**src/rtl/im_line_fill.sv**
```systemverilog
// -----------------------------------------------------------------------------
// im_line_fill
//
// Single-line instruction fetch buffer. A fetch that hits the buffered line is
// answered on the next cycle. A miss issues a one-cycle burst read of the whole
// line to instruction memory. The line is captured as the words stream back,
// and then the requested word is returned. Aborted fills (wait timeout or a
// burst that stops early) raise a one-cycle error pulse and leave the line
// invalid.
//
// Parameters
//   data_size    : instruction word width
//   mem_size_bit : byte-address width
//   line_words   : words per line (16 words of 32 bits is a 64-byte line)
//   timeout      : maximum WAIT cycles with IM_ready low before aborting
//
// Ports
//   clock        in   single clock, all logic on the rising edge
//   reset        in   synchronous, active-high
//   cpu_req      in   fetch request, sampled only while idle
//   cpu_addr     in   fetch byte address (bits [1:0] ignored)
//   cpu_instr    out  fetched word, meaningful while cpu_valid is high
//   cpu_valid    out  one-cycle pulse, cpu_instr is valid
//   invalidate   in   discard the buffered line
//   fill_busy    out  high in every state other than IDLE
//   fill_error   out  one-cycle pulse on an aborted fill
//   IM_enable    out  memory enable (one cycle per burst)
//   IM_read      out  memory read strobe (one cycle per burst)
//   IM_write     out  tied low
//   IM_address   out  line base byte address of the last burst
//   IM_in        out  tied low
//   IM_out       in   burst data from memory
//   IM_ready     in   high for each consecutive burst word
// -----------------------------------------------------------------------------
module im_line_fill #(
  parameter int data_size    = 32,
  parameter int mem_size_bit = 12,
  parameter int line_words   = 16,
  parameter int timeout      = 31
) (
  input  logic                    clock,
  input  logic                    reset,
  input  logic                    cpu_req,
  input  logic [mem_size_bit-1:0] cpu_addr,
  output logic [data_size-1:0]    cpu_instr,
  output logic                    cpu_valid,
  input  logic                    invalidate,
  output logic                    fill_busy,
  output logic                    fill_error,
  output logic                    IM_enable,
  output logic                    IM_read,
  output logic                    IM_write,
  output logic [mem_size_bit-1:0] IM_address,
  output logic [data_size-1:0]    IM_in,
  input  logic [data_size-1:0]    IM_out,
  input  logic                    IM_ready
);

  // Address split: word index inside the line, then the tag above it.
  localparam int IDX_W = $clog2(line_words);
  localparam int OFF_W = IDX_W + 2;
  localparam int TAG_W = mem_size_bit - OFF_W;
  localparam int TO_W  = (timeout < 1) ? 1 : $clog2(timeout + 1);

  localparam logic [TO_W-1:0]  TIMEOUT_C = TO_W'(timeout);
  localparam logic [IDX_W-1:0] LAST_C    = IDX_W'(line_words - 1);
  localparam logic [IDX_W-1:0] IDX_ZERO  = {IDX_W{1'b0}};
  localparam logic [TO_W-1:0]  TO_ZERO   = {TO_W{1'b0}};

  typedef enum logic [1:0] {
    S_IDLE = 2'd0,
    S_REQ  = 2'd1,
    S_WAIT = 2'd2,
    S_FILL = 2'd3
  } state_t;

  state_t                  state_r;
  logic [data_size-1:0]    line_r [line_words];
  logic [TAG_W-1:0]        tag_r;
  logic                    valid_r;
  logic [TAG_W-1:0]        req_tag_r;
  logic [IDX_W-1:0]        req_idx_r;
  logic [IDX_W-1:0]        count_r;
  logic [TO_W-1:0]         wait_cnt_r;
  logic                    inv_pending_r;
  logic [data_size-1:0]    cpu_instr_r;
  logic                    cpu_valid_r;
  logic                    fill_error_r;
  logic                    im_enable_r;
  logic                    im_read_r;
  logic [mem_size_bit-1:0] im_address_r;

  logic [TAG_W-1:0]        addr_tag_s;
  logic [IDX_W-1:0]        addr_idx_s;
  logic                    hit_s;
  logic                    wr_en_s;
  logic [IDX_W-1:0]        wr_idx_s;
  logic                    unused_addr_s;

  // Byte offset within a word carries no information for word fetches.
  assign unused_addr_s = ^cpu_addr[1:0];

  assign addr_tag_s = cpu_addr[mem_size_bit-1:OFF_W];
  assign addr_idx_s = cpu_addr[OFF_W-1:2];

  // An invalidate in the same cycle wins over a hit, turning it into a miss.
  assign hit_s = cpu_req & valid_r & (tag_r == addr_tag_s) & ~invalidate;

  assign cpu_instr  = cpu_instr_r;
  assign cpu_valid  = cpu_valid_r;
  assign fill_error = fill_error_r;
  assign fill_busy  = (state_r != S_IDLE);
  assign IM_enable  = im_enable_r;
  assign IM_read    = im_read_r;
  assign IM_address = im_address_r;
  assign IM_write   = 1'b0;
  assign IM_in      = {data_size{1'b0}};

  // Line buffer write port: the first word lands in slot 0, the rest at count.
  always_comb begin
    wr_en_s  = 1'b0;
    wr_idx_s = IDX_ZERO;
    case (state_r)
      S_WAIT: begin
        if (IM_ready && !reset) begin
          wr_en_s  = 1'b1;
          wr_idx_s = IDX_ZERO;
        end else begin
          wr_en_s  = 1'b0;
        end
      end
      S_FILL: begin
        if (IM_ready && !reset) begin
          wr_en_s  = 1'b1;
          wr_idx_s = count_r;
        end else begin
          wr_en_s  = 1'b0;
        end
      end
      default: begin
        wr_en_s  = 1'b0;
        wr_idx_s = IDX_ZERO;
      end
    endcase
  end

  // Line buffer storage; its contents deliberately survive reset.
  always_ff @(posedge clock) begin
    if (wr_en_s) begin
      line_r[wr_idx_s] <= IM_out;
    end
  end

  // Fill controller with registered outputs.
  always_ff @(posedge clock) begin
    if (reset) begin
      state_r       <= S_IDLE;
      tag_r         <= {TAG_W{1'b0}};
      valid_r       <= 1'b0;
      req_tag_r     <= {TAG_W{1'b0}};
      req_idx_r     <= IDX_ZERO;
      count_r       <= IDX_ZERO;
      wait_cnt_r    <= TO_ZERO;
      inv_pending_r <= 1'b0;
      cpu_instr_r   <= {data_size{1'b0}};
      cpu_valid_r   <= 1'b0;
      fill_error_r  <= 1'b0;
      im_enable_r   <= 1'b0;
      im_read_r     <= 1'b0;
      im_address_r  <= {mem_size_bit{1'b0}};
    end else begin
      // Pulses and strobes default low; each state raises what it needs.
      cpu_valid_r  <= 1'b0;
      fill_error_r <= 1'b0;
      im_enable_r  <= 1'b0;
      im_read_r    <= 1'b0;

      case (state_r)
        S_IDLE: begin
          if (invalidate) begin
            valid_r <= 1'b0;
          end
          if (cpu_req) begin
            if (hit_s) begin
              cpu_valid_r <= 1'b1;
              cpu_instr_r <= line_r[addr_idx_s];
            end else begin
              // Strobes are raised here so they are high exactly during REQ.
              req_tag_r     <= addr_tag_s;
              req_idx_r     <= addr_idx_s;
              inv_pending_r <= 1'b0;
              im_enable_r   <= 1'b1;
              im_read_r     <= 1'b1;
              im_address_r  <= {addr_tag_s, {OFF_W{1'b0}}};
              state_r       <= S_REQ;
            end
          end
        end

        S_REQ: begin
          valid_r    <= 1'b0;
          wait_cnt_r <= TO_ZERO;
          count_r    <= IDX_ZERO;
          if (invalidate) begin
            inv_pending_r <= 1'b1;
          end
          state_r <= S_WAIT;
        end

        S_WAIT: begin
          if (invalidate) begin
            inv_pending_r <= 1'b1;
          end
          if (IM_ready) begin
            count_r <= IDX_W'(1);
            state_r <= S_FILL;
          end else if (wait_cnt_r == TIMEOUT_C) begin
            // wait_cnt_r counts from 0, so this is WAIT cycle timeout+1.
            fill_error_r <= 1'b1;
            valid_r      <= 1'b0;
            state_r      <= S_IDLE;
          end else begin
            wait_cnt_r <= wait_cnt_r + TO_W'(1);
          end
        end

        S_FILL: begin
          if (invalidate) begin
            inv_pending_r <= 1'b1;
          end
          if (IM_ready) begin
            count_r <= count_r + IDX_W'(1);
            if (count_r == LAST_C) begin
              // Last word: the requested slot may be the word arriving now.
              valid_r     <= ~(inv_pending_r | invalidate);
              tag_r       <= req_tag_r;
              cpu_valid_r <= 1'b1;
              cpu_instr_r <= (req_idx_r == count_r) ? IM_out : line_r[req_idx_r];
              state_r     <= S_IDLE;
            end
          end else begin
            // Burst stopped before the line was complete.
            fill_error_r <= 1'b1;
            valid_r      <= 1'b0;
            state_r      <= S_IDLE;
          end
        end

        default: begin
          valid_r <= 1'b0;
          state_r <= S_IDLE;
        end
      endcase
    end
  end

endmodule

```
**config.mk**
```make
export PLATFORM = sky130hd
export DESIGN_NAME = im_line_fill
export DESIGN_NICKNAME = d
export VERILOG_FILES = /design/src/rtl/im_line_fill.sv
export SDC_FILE = /design/constraint.sdc
export NUM_CORES = 1
export LEC_CHECK = 0
export ABC_CLOCK_PERIOD_IN_PS = 5600
export BUFFER_PORTS_ARGS = -buffer_cell sky130_fd_sc_hd__buf_4
export CAP_MARGIN = 10
export CORE_UTILIZATION = 40
export DETAILED_ROUTE_END_ITERATION = 8
export PLACE_DENSITY_LB_ADDON = 0.3
export SYNTH_ARGS = -nofsm -noshare
export SYNTH_HDL_FRONTEND = slang
export SYNTH_SLANG_ARGS = --single-unit
```
**constraint.sdc**
```tcl
create_clock -name clock -period 5.6 [get_ports clock]
set_input_delay 0.56 -clock clock [delete_from_list [all_inputs] [get_ports clock]]
set_output_delay 0.56 -clock clock [all_outputs]
set_load 0.01 [all_outputs]
```
* Yosys cells after proc, flatten, opt, wreduce, memory -nomap -nowiden
Memories as Yosys holds them, arrays and structs flattened. A register that Yosys moved wholly into a read port is not among the register bits.
Cells that the tools add are included.
** Word-level totals
- Register bits after elaboration :: 64
- RAM bits :: 512
- Input bits :: 49
- Output and inout bits :: 82
- Word-level logic and storage cells :: 109
- Memories kept :: 1
** Operators by class
- Add/subtract/negate cells :: 2
- Eq/ne operators :: 20
- Mux-type cells :: 47
- Bitwise logic cells :: 9
- Reductions and logical operators :: 18
** Memory list
- line_r :: words 16, bits a word 32, read ports 2, clocked after Yosys merged registers in 1, write ports 1, RTL line 78 : logic [data_size-1:0] line_r [line_words];
** Operators with widths (count)
- $mux W32 :: 5
- $pmux W32 S2 :: 1
- $mux W4 :: 6
- $mux W1 :: 20
- $ne A2 B2 Y1 const B :: 10
- $reduce_and A3 Y1 :: 5
- $mux W2 :: 6
- $pmux W4 S3 :: 1
- $mux W5 :: 2
- $pmux W5 S2 :: 1
- $pmux W2 S4 :: 1
- $reduce_and A4 Y1 :: 2
- $eq A6 B6 Y1 :: 1
- $ne A3 B3 Y1 const B :: 2
- $pmux W1 S2 :: 3
- $reduce_bool A2 Y1 :: 3
- $reduce_or A3 Y1 :: 2
- $add A5 B1 Y5 const B :: 1
- $eq A5 B5 Y1 const B :: 1
- $not A1 Y1 :: 5
- $reduce_and A5 Y1 :: 1
- $add A4 B1 Y4 const B :: 1
- $eq A2 B2 Y1 const B :: 2
- $eq A4 B4 Y1 :: 1
- other kinds (11) :: 13

* Logic depth before layout (Yosys ltp)
- Depth in word-level cells :: 7
- Gate-level depth with buffers :: 8
- Mapped depth without buffers :: 8

* Least setup slack after synthesis
Ideal clock, no wire load.
- Kind :: register -> register
- From :: reg state_r[1]
- To :: mem line_r[0][0], enable pin
- Library setup time :: 0.468 ns
- Arrival time :: 3.526 ns
- Required time :: 5.132 ns
- Setup slack :: 1.606 ns
- Stages on the path, launching flop included :: 7
- Buffers on the path :: 1
- Clock period less this slack :: 3.994 ns
- Cells stage by stage :: dfxtp_1 > ha_1 > buf_2 > inv_2 > nor4b_1 > a21oi_1 > nor3b_1
** Between the ends
- Longest elaborated chain between the ends :: 5
- Elaborated cells between the ends (all ways) :: 7
- Those cells by class :: eq/ne: 2; mux: 4; reduce/logical: 1
** RTL lines
- start: declaration :: RTL line 77 : state_t state_r;
- start signal: assignment :: RTL line 157 : state_r <= S_IDLE;
- start signal: assignment :: RTL line 195 : state_r <= S_REQ;
- start signal: assignment :: RTL line 207 : state_r <= S_WAIT;
- $eq A2 B2 Y1 :: RTL line 123 : case (state_r)
- $reduce_or A2 Y1 (no line)
- $mux W1
- $mux W1 :: RTL line 149 : if (wr_en_s) begin
- $mux W1 (not written as such) :: RTL line 150 : line_r[wr_idx_s] <= IM_out;
- end: declaration :: RTL line 78
Parallel ways exist; a longest one is shown, timed or not.

* Worst setup path in the final report
- From :: reg state_r[1]
- To :: mem line_r[9][4], enable pin
The elaborated chain is that of the path after synthesis.

==> impl_metrics.py <==
metrics = {
    "outcome": {
        "status": "finished clean",
    },
    "clock_network": {
        "postCtsResizedCells": 0,
        "clock_latency_ns": 0.63,
        "cts_hold_buf": 0,
        "cts_buffer_depth": 3,
        "cts-root-buf": "clkbuf_16",
        "path_clk_slew_ns": 0.06,
        "cts_sinks": 580,
        "cts_made_buffers": 61,
        "cts_max_level": 2,
        "cts_tree": "yes",
        "postCtsSetupBuffers": 0,
    },
    "timing": {
        "final_max_slew_viol_count": 0,
        "period_needed_ns": 3.80,
        "fin_skew_ns": 0.0206,
        "finalSetupViolations": 0,
        "rsz0062_at_grt": "false",
        "worstMarginPinSlew_ns": 1.25,
        "fmax_mhz": 263,
        "fin_setup_tns_ns": 0,
        "relSlewSlack_pct": 16.8,
        "finalCritPeriodShare_pct": 67.9,
        "timing_hold_violations_final": 0,
    },
    "grt": {
        "grt_util_all_layers_pct": 23.1,
        "grt_overflow_total": 0,
        "grt_start_max_net_pins": 128,
        "grt_pass1_vias": 17700,
        "grt_pass1_wl_mm": 119,
        "antenna_found_initial": 3,
    },
    "power": {
        "swShare_pct": 28.1,
        "power_density_mw_per_mm2": 356,
        "clockPowerShare_pct": 36.3,
        "seqPwrFrac_pct": 45.2,
        "p_int_mw": 7.94,
        "p_sw_mw": 3.10,
        "ir_drop_v": 0.000270,
        "p_leak_nw": 10.1,
        "p_comb_share_pct": 18.5,
    },
    "synthesis": {
        "netlist.area_leader.share_pct": 55.5,
        "ys_types": 58,
        "synth_common_cells": "512 x edfxtp_1, 130 x mux4_2, 126 x mux2_2, 112 x a21oi_1",
        "syn_area_mm2": 0.0277,
        "ys_seq_area_share_pct": 60.5,
        "ys_top_cells_by_area": "edfxtp_1 56%, mux4_2 11%, mux2_2 5.1%, dfxtp_1 4.9%, mux2i_1 2.7%",
        "yosysWarnings": 0,
        "synth.most_common_cell": "edfxtp_1",
        "syn_inst": 1866,
        "synth-edff-count": 512,
        "synth_flop_cell": "edfxtp_1",
        "ys_async_sr_fraction_pct": 0,
        "synth_area_leader_cell": "edfxtp_1",
        "synth_area_per_cell_um2": 14.8,
        "synth-seq-cells": 580,
    },
    "cells_and_area": {
        "area_delta_synth_final_pct": 12.1,
        "layout.nets": 1978,
        "drive_above_1_share_pct": 26.9,
        "finalInstanceArea_mm2": 0.0310,
    },
    "worst_setup_path": {
        "critPathMaxFanout": 17,
        "required_ns": 5.87,
        "crit_path_end_kind": "flip-flop",
        "worstPathArrival_ns": 4.08,
        "worstSetupPathType": "reg -> reg",
        "start_kind": "flip-flop",
    },
    "die": {
        "fp.dieW_um": 265,
        "io_pins": 131,
        "fp.dieArea_mm2": 0.0703,
        "core_area_mm2": 0.0686,
        "placementRows": 96,
        "fp.dieH_um": 265,
        "start_util_pct": 40.4,
    },
    "place": {
        "place_area_mm2": 0.0291,
        "place_congestion": 0.816,
        "port_buffers": 89,
        "hpwl_mm": 43.5,
    },
    "drt": {
        "first_pass_iters": 5,
        "wl_mm": 81.9,
        "vias": 17600,
        "ant_nets": 0,
        "drcViolationCount": 0,
        "wire_per_inst_um": 28.2,
        "vias_per_cell": 6.05,
        "drtIter0Drc": 1867,
    },
    "worst_hold_path": {
        "min_path_type": "in -> reg",
    },
    "job": {
        "max_cap_violations": 0,
    },
}
cell usage in the layout (no fill, tap or decap), types with 19 or more instances in the layout:
| cell | synthesis | final |
|---|---|---|
| nand2_1 | 22 | 19 |
| buf_4 | 66 | 134 |
| a311oi_1 | 27 | 27 |
| mux4_2 | 130 | 130 |
| nor2b_1 | 66 | 65 |
| clkbuf_16 | 0 | 62 |
| o22ai_1 | 62 | 62 |
| a22o_1 | 31 | 31 |
| nor3_1 | 40 | 37 |
| nor2_1 | 97 | 83 |
| a211oi_1 | 97 | 97 |
| a21oi_1 | 112 | 112 |
| mux2i_1 | 75 | 75 |
| inv_1 | 67 | 67 |
| edfxtp_1 | 512 | 512 |
| mux2_2 | 126 | 126 |
| dfxtp_1 | 68 | 65 |
| conb_1 | 1 | 39 |
| nor4_1 | 31 | 31 |
| a22oi_1 | 31 | 31 |
area by class of cell:
type	instances	area [µm²]
flip-flops and latches	580	16700
clock inverters	33	274
clock buffers	81	1700
inverters	68	255
repair buffers	139	1090
well taps	931	1160
multi-input cells	1071	9800
diodes	2	5.00
fillers	5983	37500
logic make-up (layout without fill, tap and decap cells):
| family | count (synthesis) | after routing | share of synthesized area [%] |
|---|---|---|---|
| flip-flops | 580 | 580 | 60.5 |
| AND/OR/NAND/NOR | 292 | 292 | 5.40 |
| other | 1 | 41 | 0.0135 |
| buffers and inverters | 253 | 321 | 5.33 |
| XOR/XNOR | 12 | 12 | 0.380 |
| multiplexers | 331 | 331 | 18.4 |
| AO/OA/AOI/OAI | 389 | 389 | 9.64 |
| adder cells (fa/ha/maj) | 8 | 8 | 0.362 |
critical path: stages, from the launching register on:
cell and delay, ns:
dfxtp_1 0.47, ha_1 0.51, nand2_1 0.38, nor2_1 0.35
nand3b_1 0.36, nor2_4 0.84, buf_4 0.51
final timing paths:
| kind | startpoint | end | slack, ns | depth (start not counted) |
|---|---|---|---|---|
| max | state_r[1] | line_r[9][4] | 1.80 | 6 |
| min | IM_ready | fill_error | 0.18 | 2 |
| max reg2reg | state_r[1] | line_r[9][4] | 1.80 | 6 |
| min reg2reg | IM_address[6] | tag_r[0] | 0.48 | 2 |
flip-flops by register name (all words and copies together) (netlist names), named ones only:
name and cells:
wait_cnt_r 5, state_r 2, IM_address 6, cpu_instr 32, line_r 512, req_idx_r 4
count_r 4, cpu_valid 1, tag_r 6, IM_read 1, fill_error 1, inv_pending_r 1
valid_r 1
power by group through the flow:
stage | clock network, mW | logic, mW | registers (mW)
global route | 4.23 | 2.15 | 5.01
floorplan | 0 | 1.39 | 5.00
finish | 4.01 | 2.04 | 4.99
detailed placement | 0 | 2.01 | 5.08
global placement | 0 | 1.99 | 5.08
CTS | 4.05 | 2.01 | 5.00
stage by stage:
| stage | hold WS [ns] | total power [mW] | util [%] | cells | setup slack [ns] |
|---|---|---|---|---|---|
| global placement | 0.459 | 7.07 | 42.4 | 2789 | 1.92 |
| CTS | 0.161 | 11.1 | 45.2 | 2903 | 1.80 |
| global route | 0.174 | 11.4 | 45.2 | 2904 | 1.62 |
| finish | 0.180 | 11.0 | 45.3 | 2905 | 1.80 |
| detailed placement | 0.467 | 7.09 | 42.4 | 2789 | 1.83 |
| floorplan | 0.442 | 6.38 | - | 1904 | 1.61 |
per-layer routing:
metal	up-vias	wire [µm]	GRT usage [%]
li1	7477	-	-
met1	9091	33200	31.0
met2	818	39200	38.0
met3	192	6770	4.12
met4	2	2660	7.72
met5	-	17	0
(Power assumes the default switching activity.)
